### config.mk
export PLATFORM = sky130hd
export DESIGN_NAME = exti_edge_rx
export DESIGN_NICKNAME = d
export VERILOG_FILES = /design/src/rtl/exti_pkg.sv /design/src/rtl/exti_debounce.sv /design/src/rtl/exti_edge_rx.sv
export SDC_FILE = /design/constraint.sdc
export NUM_CORES = 1
export LEC_CHECK = 0
export CORE_MARGIN = 8
export CORE_UTILIZATION = 35
export DETAILED_ROUTE_END_ITERATION = 7
export PLACE_DENSITY = 0.67
export SYNTH_ARGS = -nofsm -noshare
export SYNTH_HDL_FRONTEND = slang
export SYNTH_SLANG_ARGS = --single-unit
### constraint.sdc
create_clock -name clk25 -period 3.17 [get_ports clk25]
set_input_delay 0.634 -clock clk25 [delete_from_list [all_inputs] [get_ports clk25]]
set_output_delay 0.634 -clock clk25 [all_outputs]
set_load 0.1 [all_outputs]
### src/rtl/exti_pkg.sv
// exti_pkg: shared edge-select encodings and request FSM states for the EXTI receiver
package exti_pkg;
  localparam logic [1:0] EDGE_NONE = 2'b00;
  localparam logic [1:0] EDGE_RISE = 2'b01;
  localparam logic [1:0] EDGE_FALL = 2'b10;
  localparam logic [1:0] EDGE_BOTH = 2'b11;
  typedef enum logic {ST_IDLE = 1'b0, ST_PEND = 1'b1} state_t;
endpackage

### src/rtl/exti_debounce.sv
// exti_debounce: synchronises the async pin, debounces it and strobes the accepted edges
module exti_debounce #(
  parameter int DEBOUNCE_CYCLES = 250000,
  parameter int CNT_W = 18,
  parameter logic RST_LEVEL = 1'b0
) (
  input  logic clk25,
  input  logic fpga_rst_n,
  input  logic exti_in,
  output logic level,
  output logic rise,
  output logic fall
);
  logic s1, s, done;
  logic [CNT_W-1:0] cnt;
  // done is high on the clock edge that commits the new level
  assign done = (s != level) && (cnt == CNT_W'(DEBOUNCE_CYCLES - 1));
  assign rise = done && s;
  assign fall = done && !s;
  always_ff @(posedge clk25 or negedge fpga_rst_n)
    if (!fpga_rst_n) begin
      s1 <= RST_LEVEL;
      s <= RST_LEVEL;
      level <= RST_LEVEL;
      cnt <= '0;
    end else begin
      s1 <= exti_in;
      s <= s1;
      cnt <= (s == level || done) ? '0 : cnt + 1'b1;
      if (done) level <= s;
    end
endmodule

### src/rtl/exti_edge_rx.sv
// exti_edge_rx: debounced external-interrupt receiver with held request, event count and overrun
module exti_edge_rx
  import exti_pkg::*;
#(
  parameter int DEBOUNCE_CYCLES = 250000,
  parameter int CNT_W = 18,
  parameter int EVT_W = 16,
  parameter logic RST_LEVEL = 1'b0
) (
  input  logic clk25,
  input  logic fpga_rst_n,
  input  logic exti_in,
  input  logic [1:0] edge_sel,
  input  logic irq_en,
  input  logic irq_ack,
  output logic irq_req,
  output logic irq_pulse,
  output logic exti_level,
  output logic [EVT_W-1:0] event_cnt,
  output logic overrun
);
  logic rise, fall, qe;
  state_t st;
  exti_debounce #(
    .DEBOUNCE_CYCLES(DEBOUNCE_CYCLES),
    .CNT_W(CNT_W),
    .RST_LEVEL(RST_LEVEL)
  ) u_deb (
    .clk25(clk25),
    .fpga_rst_n(fpga_rst_n),
    .exti_in(exti_in),
    .level(exti_level),
    .rise(rise),
    .fall(fall)
  );
  assign qe = (rise && |(edge_sel & EDGE_RISE)) || (fall && |(edge_sel & EDGE_FALL));
  assign irq_req = st == ST_PEND;
  // a pending request survives unless acked; any qualified, enabled edge (re)arms it
  always_ff @(posedge clk25 or negedge fpga_rst_n)
    if (!fpga_rst_n) begin
      st <= ST_IDLE;
      irq_pulse <= 1'b0;
      event_cnt <= '0;
      overrun <= 1'b0;
    end else begin
      irq_pulse <= qe;
      event_cnt <= event_cnt + EVT_W'(qe);
      st <= ((st == ST_PEND && !irq_ack) || (qe && irq_en)) ? ST_PEND : ST_IDLE;
      overrun <= (st == ST_PEND) && !irq_ack && (overrun || qe);
    end
endmodule

# Yosys cells after proc, flatten, opt, wreduce, memory -nomap -nowiden

Index checks and enable logic that the tools add are counted.

Shift operators: 0
Bitwise logic cells: 0
$lt $le $gt $ge: 0
Multiplexer cells: 2
Equal/unequal tests: 3
Divide/modulo/power cells: 0
Reductions and logical operators: 14
Multipliers: 0
$add $sub $neg: 2

Operators with widths:

| kind                                                            | number |
|---|---|
| 18-bit by 1-bit adder with 18-bit output, second input constant | 1 |
| 18-bit equality test, second input constant                     | 1 |
| 18-bit two-way mux                                              | 1 |
| 16-bit by 1-bit adder with 16-bit output                        | 1 |
| 1-bit logical AND                                               | 8 |
| 1-bit logical OR                                                | 4 |
| 1-bit logical NOT                                               | 2 |
| 1-bit equality test                                             | 1 |
| 1-bit two-way mux                                               | 1 |
| 1-bit != test                                                   | 1 |

RAM bits: 0
Output and inout bits: 20
ROM bits: 0
Latch bits: 0
Word-level logic and storage cells: 29
Memories kept: 0
Bits of input ports: 7
Bits in registers: 40

# Depth between registers and ports, before layout

Gate-level depths: netlist of run 1.

Word-level depth: 8
Depth in mapped cells: 9
Depth with buffers taken out: 9

# Cells and area by module

From an unflattened synthesis of run 1, not the netlist that was laid out.

Cells, all modules: 169
Area total of the unflattened synthesis: 1840.5 µm²

Modules (own cells, without submodules):

| module        | instances | seq. area each (µm²) | area each (µm²) | cells an instance |
|---|---|---|---|---|
| exti_debounce | 1         | 525.5                | 1027.2          | 100 |
| exti_edge_rx  | 1         | 475.5                | 813.3           | 69 |

# Worst setup path after synthesis of run 1

OpenSTA, ideal clock, no wires.

Path type: register to register
From: reg u_deb.level
To: reg event_cnt[10]
Required time: 3.012 ns
Clock period less this slack: 2.511 ns
Setup time: 0.158 ns
Path slack: 0.659 ns
Cell stages (with the launch flop): 8
Buffers on the path: 0
Data arrival time: 2.353 ns
Cell sequence: dfrtp_1 nand3b_1 a211oi_2 ha_1 ha_1 and4_1 nand4_1 xnor2_1

Word-level cells in the longest chain between the ends: 6
Elaborated cells between the ends (all ways): 8
Classes of those cells: add/sub (1); eq/ne (1); reduce/logical (6)

Ends and longest elaborated chain:

| item                                       | RTL line                                 | text |
|---|---|---|
| from (decl)                                | exti_debounce.sv:10                      | `output logic level,` |
| from (signal assigned)                     | exti_debounce.sv:30                      | `if (done) level <= s;` |
| 1-bit != test *                            | exti_debounce.sv:17                      | `assign done = (s != level) && (cnt == CNT_W'(DEBOUNCE_CYCLES - 1));` |
| 1-bit logical AND *                        | exti_debounce.sv:17                      |  |
| 1-bit logical AND (on tied branches)       | exti_debounce.sv:18, exti_debounce.sv:19 |  |
| 1-bit logical AND                          | exti_edge_rx.sv:36                       | `assign qe = (rise && \|(edge_sel & EDGE_RISE)) \|\| (fall && \|(edge_sel & EDGE_FALL));` |
| 1-bit logical OR *                         | exti_edge_rx.sv:36                       |  |
| via qe                                     | exti_edge_rx.sv:22                       | `logic rise, fall, qe;` |
| 16-bit by 1-bit adder with 16-bit output * | exti_edge_rx.sv:47                       | `event_cnt <= event_cnt + EVT_W'(qe);` |
| to (signal assigned)                       | exti_edge_rx.sv:47                       |  |
| to (decl)                                  | exti_edge_rx.sv:19                       | `output logic [EVT_W-1:0] event_cnt,` |

The timed path passes the listed nets; every way through them passes the cells marked *.
A chain may end at the register's enable or synchronous reset.

# Worst setup path after layout of run 1

From: reg u_deb.cnt[0]
To: reg event_cnt[10]

Word-level cells in the longest chain between the ends: 6
Elaborated cells between the ends (all ways): 8
Classes of those cells: add/sub (1); eq/ne (1); reduce/logical (6)

Ends and longest elaborated chain:

| item                                       | RTL line                                 | text |
|---|---|---|
| from (decl)                                | exti_debounce.sv:15                      | `logic [CNT_W-1:0] cnt;` |
| from (signal assigned)                     | exti_debounce.sv:29                      | `cnt <= (s == level \|\| done) ? '0 : cnt + 1'b1;` |
| 18-bit equality test *                     | exti_debounce.sv:17                      |  |
| 1-bit logical AND *                        | exti_debounce.sv:17                      |  |
| 1-bit logical AND (on tied branches)       | exti_debounce.sv:18, exti_debounce.sv:19 |  |
| 1-bit logical AND                          | exti_edge_rx.sv:36                       |  |
| 1-bit logical OR *                         | exti_edge_rx.sv:36                       |  |
| via qe                                     | exti_edge_rx.sv:22                       |  |
| 16-bit by 1-bit adder with 16-bit output * | exti_edge_rx.sv:47                       |  |

Marks and branches as above.

==> results by group, run 1 <==
Timing
  – Max_slew headroom: 0.4142
  – Fin. max-slew vios: 0
  – Tmin final: 2.469 ns
  – Setup violators final: 0
  – Final number of hold-violating endpoints: 0
  – RSZ-0062 raised after global routing: false
  – Final worst path period share: 0.7787
  – Final setup TNS: 0 ns
  – Slew @ Worst Pin: 0.8787 ns
  – Achievable Freq: 0.4051 GHz
  – Setup Skew: 0.008201 ns

Floorplanning
  – Core Box Area: 5172 um^2
  – Initial Util: 0.3650
  – Die Span Y: 89.45 um
  – I/O pins: 27
  – Std-Cell Rows: 26
  – Die Footprint: 8000 um^2
  – Die width: 89.45 um

Synth
  – Avg Synthesized Cell Area: 11.65 um^2
  – Post-synthesis xor/xnor area fraction: 0.1345
  – Adder-cell share of the synthesized area: 0.01988
  – Ys async rst share: 1.000
  – Area fraction in compound gates after synthesis: 0.03313
  – Main flop type after synthesis: dfrtp_1
  – Sequential element share of the synthesized area: 0.5302
  – Multiplexer share of the synthesized area: 0.01127
  – Post-synth EDFFs: 0
  – Synth Net Count: 172
  – Post-Synth Simple-Gate Area: 0.2505
  – Netlist Area Pre-Place: 1888 um^2
  – Largest family of logic cells by synthesized area: simple AND/OR/NAND/NOR gates
  – Yosys warns: 0
  – Synth cell types: 34
  – #FFs+latches synth: 40
  – Syn Inst Count: 162

Routing
  – TritonRoute pass-1 iters: 4
  – DR iter-0 viols: 27
  – Final WL: 3.691 mm
  – Via Count: 1291
  – Via density: 4.890
  – Drt wl/cell: 13.98 um
  – DRC errors left: 0
  – Final ANT Viol Nets: 0

Cells and area
  – P&R area growth vs syn: 21.34%
  – Nets@finish: 203
  – Share of layout cells above drive strength 1: 0.2216
  – Most frequent cells in the layout: 40 x dfrtp_1, 23 x xnor2_1, 20 x nor2_1, 20 x buf_4, 13 x nand3_1
  – ANT cells: 0
  – Commonest non-fill, non-tap cell in the layout: dfrtp_1
  – Final design instance area without fill: 2291 um^2

Setup path
  – Arrival @ worst endpoint: 2.65 ns
  – Critical Path Source Type: flip-flop
  – Buffers and inverters on the worst path: 0
  – WP data required: 3.35 ns
  – Largest delay share family, worst path: simple AND/OR/NAND/NOR gates
  – Critical path type: flip-flop to flip-flop
  – Worst Setup SP: u_deb.cnt[0]
  – Top cell by count, worst path: ha_1
  – Crit path capture type: flip-flop
  – Peak fanout along the critical path: 4
  – FF-to-FF Start: u_deb.cnt[0]
  – Slowest stage delay, CP: 0.40 ns
  – CP Cell Sequence: ha_1 > and3_1 > nand4_2 > a211oi_2 > ha_1 > ha_1 > and4_1 > nand4_1 > xnor2_1
  – Slowest cell on crit path: dfrtp_1

Min path
  – Hold wc startpoint: u_deb.s1
  – HP Class: flip-flop to flip-flop

GRT
  – Grt ovf: 0
  – Vias in the first global route: 1291
  – GRT Util Overall: 0.1051
  – First-pass GRT wire length: 6.368 mm
  – Initial antenna violation count: 0
  – Largest net degree at the start of global routing: 41

Clocking
  – Hold-fix buffers at CTS: 0
  – PostCTS Resize Cnt: 0
  – Clock transition at path regs: 0.08 ns
  – Total CTS buffers: 5
  – Num Clock Sinks: 40
  – Setup bufs post-CTS: 0
  – Clock Tree Buf Depth: 2
  – Clk Latency, worst-skew pair: 0.29 ns
  – H-tree levels: 2
  – TritonCTS clock tree: done
  – Root Driver: clkbuf_8

Placed design
  – Port bufs: 26
  – GP Congestion: 0.8022
  – Area post-placement: 2165 um^2
  – HPWL after DPL: 2.699 mm

Power and ir drop
  – Power per cell area: 433.2 nW/um^2
  – Leakage: 1.031 nW
  – VDD IR max: 0.3291 mV

Flow run
  – Max-Cap Viols: 0

Outcome
  – Status: finished clean
-- report_power, final --
group          switching [W]  internal (W)  leakage, nW
clock               0.000169      0.000278       0.0645
combinational      0.0000174    0.00000997        0.415
sequential        0.00000406      0.000514        0.552
total               0.000190      0.000802         1.03
-- metal layers --
metal | wire, um | track usage | vias up
met5 | 0 | 0 | -
met4 | 69 | 0.05438 | 0
met3 | 100 | 0.02482 | 5
met2 | 1772 | 0.1630 | 17
met1 | 1748 | 0.1326 | 640
li1 | - | - | 629
-- per-stage QoR --
stage | hold WS (ns) | power, W | worst slack [ns] | cells | utilization
global route | 0.3708 | 0.001033 | 0.5315 | 264 | 0.4429
finish | 0.3607 | 0.0009923 | 0.7014 | 264 | 0.4429
global placement | 0.3342 | 0.0005562 | 0.5639 | 256 | 0.4185
detailed placement | 0.3550 | 0.0005569 | 0.5034 | 256 | 0.4185
floorplan | 0.3312 | 0.0005381 | 0.6587 | 162 | -
CTS | 0.3714 | 0.001006 | 0.6752 | 264 | 0.4429
-- registers in the layout, indices dropped and copies added, names as in the netlist --
name         cells
irq_pulse        1
event_cnt       16
u_deb.level      1
u_deb.s          1
overrun          1
u_deb.s1         1
u_deb.cnt       18
irq_req          1
-- cell families (layout without fill, tap and decap cells) --
family / count (synthesis) / count (layout)
simple gates: 73 / 73
flops: 40 / 40
xor+xnor: 29 / 29
buf+inv: 8 / 40
compound gates: 7 / 7
fa+ha+maj: 3 / 3
mux: 2 / 2
-- area by class of cell --
| type | count | area [um^2] |
|---|---|---|
| Inverter | 6 | 22.52 |
| Clock buffer | 7 | 96.34 |
| Multi-Input combinational cell | 114 | 848.3 |
| Tap cell | 70 | 87.58 |
| Fill cell | 491 | 2882 |
| Timing Repair Buffer | 26 | 205.2 |
| Clock inverter | 1 | 30.03 |
| Sequential cell | 40 | 1001 |
-- synthesized netlist by cell type, types with 3 or more instances --
master / count / area share
and3_1: 5 / 0.017
dfrtp_1: 40 / 0.53
ha_1: 3 / 0.020
inv_1: 6 / 0.012
nand2_1: 5 / 0.0099
nand3_1: 13 / 0.034
nand3b_1: 3 / 0.012
nand4_1: 7 / 0.023
nor2_1: 20 / 0.040
nor3_1: 4 / 0.011
nor4_1: 4 / 0.013
nor4_2: 3 / 0.020
xnor2_1: 23 / 0.11
xor2_1: 6 / 0.028
-- path summary, 6_finish.rpt --
check                           slack, ns  depth (start not counted)             to
worst max-delay path                 0.70                          9  event_cnt[10]
worst min-delay path                 0.36                          0        u_deb.s
worst max register to register       0.70                          9  event_cnt[10]
worst min register to register       0.36                          0        u_deb.s
max in group asynchronous            2.16                          1  u_deb.cnt[13]
min in group asynchronous            0.46                          1      irq_pulse
-- worst register-to-register path: cells and delay by family, from the launching register on --
family | cells | cell delay [ns]
adders and majority gates | 3 | 0.65
AOI/OAI and AO/OA | 1 | 0.29
xor gates and xnor gates | 1 | 0.15
and+or+nand+nor | 4 | 0.87
DFF | 1 | 0.40
Power figures use the tool's default switching activity.
==> inputs of run 2 (changes only) <==
- PLACE_DENSITY: 0.67 -> 0.69
- clock period: 3.17 -> 2.2 ns (I/O delays scaled with it)
==> results by group, run 2 (synthesis gave the netlist of run 1 again) <==
Outcome
  – Status: finished clean

GRT
  – Grt ovf: 0
  – First-pass GRT wire length: 6.479 mm
  – Largest net degree at the start of global routing: 23
  – Vias in the first global route: 1398
  – GRT Util Overall: 0.1047
  – Initial antenna violation count: 0

Clocking
  – TritonCTS clock tree: done
  – Num Clock Sinks: 40
  – Total CTS buffers: 5
  – Clock transition at path regs: 0.08 ns
  – Clk Latency, worst-skew pair: 0.29 ns
  – Clock Tree Buf Depth: 2
  – H-tree levels: 2
  – Root Driver: clkbuf_8

Routing
  – Via density: 4.690
  – DRC errors left: 0
  – Drt wl/cell: 13.05 um
  – Final ANT Viol Nets: 0
  – WL met2: 1.782 mm
  – Final WL: 3.745 mm
  – Top layer in use: met4
  – DR WL met3: 152 um
  – TritonRoute pass-1 iters: 4
  – WL met1: 1.781 mm
  – DR iter-0 viols: 44
  – Via Count: 1346

Setup path
  – Arrival @ worst endpoint: 2.33 ns
  – Crit path capture type: flip-flop
  – Critical Path Source Type: flip-flop
  – WP data required: 2.38 ns
  – Peak fanout along the critical path: 4
  – Worst R2R Setup Slack: 0.05 ns
  – Critical path type: flip-flop to flip-flop

Cells and area
  – Most flops, register: u_deb.cnt
  – Most frequent cells in the layout: 43 x buf_4, 38 x dfrtp_1, 23 x xnor2_1
  – Nets@finish: 226
  – Max reg flops: 18
  – Share of layout cells above drive strength 1: 0.3456
  – ANT cells: 0
  – P&R area growth vs syn: 32.67%
  – Top flop regs: u_deb.cnt x18, event_cnt x16
  – Commonest non-fill, non-tap cell in the layout: buf_4

Floorplanning
  – Initial Util: 0.3650
  – Die Span Y: 89.45 um
  – Die Footprint: 8000 um^2
  – Std-Cell Rows: 26
  – I/O pins: 27
  – Core Box Area: 5172 um^2
  – Die width: 89.45 um

Timing
  – Setup violators final: 0
  – Final worst path period share: 0.9771
  – Setup Skew: 0.01062 ns
  – RSZ-0062 raised after global routing: true
  – Hold Worst Slack: 0.08965 ns
  – Tmin final: 2.150 ns
  – Final number of hold-violating endpoints: 0
  – Max_slew headroom: 0.6850
  – Achievable Freq: 0.4652 GHz
  – Fin. max-slew vios: 0
  – Slew @ Worst Pin: 0.4725 ns

Power and ir drop
  – Total power: 0.001384 W
  – VDD IR max: 0.4236 mV
  – Sw power: 0.0002842 W
  – Switch share: 0.2054
  – Leakage: 1.134 nW
  – Clock group share of total power: 0.426
  – Sequential share of power: 0.538
  – Pint: 0.001099 W
  – Combinational power share: 0.036
  – Power per cell area: 552.3 nW/um^2

Min path
  – HP Class: input port to asynchronous set/reset pin

Placed design
  – GP Congestion: 0.8533
  – Port bufs: 26
  – HPWL after DPL: 2.752 mm

Flow run
  – Max-Cap Viols: 0
[run 2: cell count changes in the layout (fill, tap and decap cells not counted), moves of 2 or more]
cell	before	now
clkbuf_8	7	5
ha_1	3	0
buf_4	20	43
and3_1	5	2
and3_4	0	3
ha_2	0	2
dfrtp_2	0	2
dfrtp_1	40	38
[run 2: path summary, 6_finish.rpt]
check	startpoint	endpoint	depth (start not counted)
max	u_deb.cnt[11]	event_cnt[10]	8
min	fpga_rst_n	u_deb.cnt[5]	1
max reg2reg	u_deb.cnt[11]	event_cnt[10]	8
min reg2reg	u_deb.s1	u_deb.s	0
max in group asynchronous	fpga_rst_n	event_cnt[14]	2
min in group clk25	u_deb.s1	u_deb.s	0
[run 2: layout make-up]
class	instances	area, um^2
inverter	6	22.52
clock inverter	2	35.03
timing repair buffer	49	377.9
sequential	40	1003
fill	466	2668
tap	70	87.58
multi-input combinational	114	905.9
clock buffer	6	72.57
[run 2: per-stage QoR]
step / setup WS (ns) / utilization / area (um^2) / setup TNS (ns) / instances
after detailed placement: -0.1577 / 0.4565 / 2361 / -1.041 / 275
after floorplan: -0.07563 / - / 1948 / -0.2785 / 162
after CTS: 0.03703 / 0.4799 / 2482 / 0 / 284
final: 0.05041 / 0.4843 / 2505 / 0 / 287
after global routing: -0.06836 / 0.4843 / 2505 / -0.2412 / 287
after global placement: -0.1378 / 0.4565 / 2361 / -0.8759 / 275
[run 2: timing repair]
action,in CTS,in global routing
pin swaps,3,2
setup endpoints to repair,3,6
buffers inserted,1,3
resized for setup,1,0
hold endpoints to repair,0,0
hold buffers,0,0
cloned,0,0
[run 2: critical path, stage by stage, from the launching register on]
cell and delay [ns]:
dfrtp_1 0.39, nor4_2 0.28, nand3b_1 0.18, a211oi_4 0.30, ha_2 0.25, ha_4 0.13, and4_4 0.24, nand4_1 0.12
xnor2_1 0.15
[run 2: per-layer routing]
layer | GRT usage | vias up
li1 | - | 678
met1 | 0.1327 | 642
met2 | 0.1630 | 22
met3 | 0.03676 | 4
met4 | 0.03172 | 0
met5 | 0 | -
[run 2: power by group through the flow]
stage	Sequential, W	Combinational [W]	Clock [W]
floorplan	0.000760	0.0000160	0
global placement	0.000759	0.0000487	0
detailed placement	0.000760	0.0000484	0
CTS	0.000745	0.0000484	0.000616
global route	0.000745	0.0000581	0.000646
finish	0.000745	0.0000500	0.000589
==> inputs of run 3 (changes only) <==
- ABC_AREA: not set -> 0
- CAP_MARGIN: not set -> 20
==> results of run 3 <==
Final layout, timing and power as in run 2 (identical DEF).
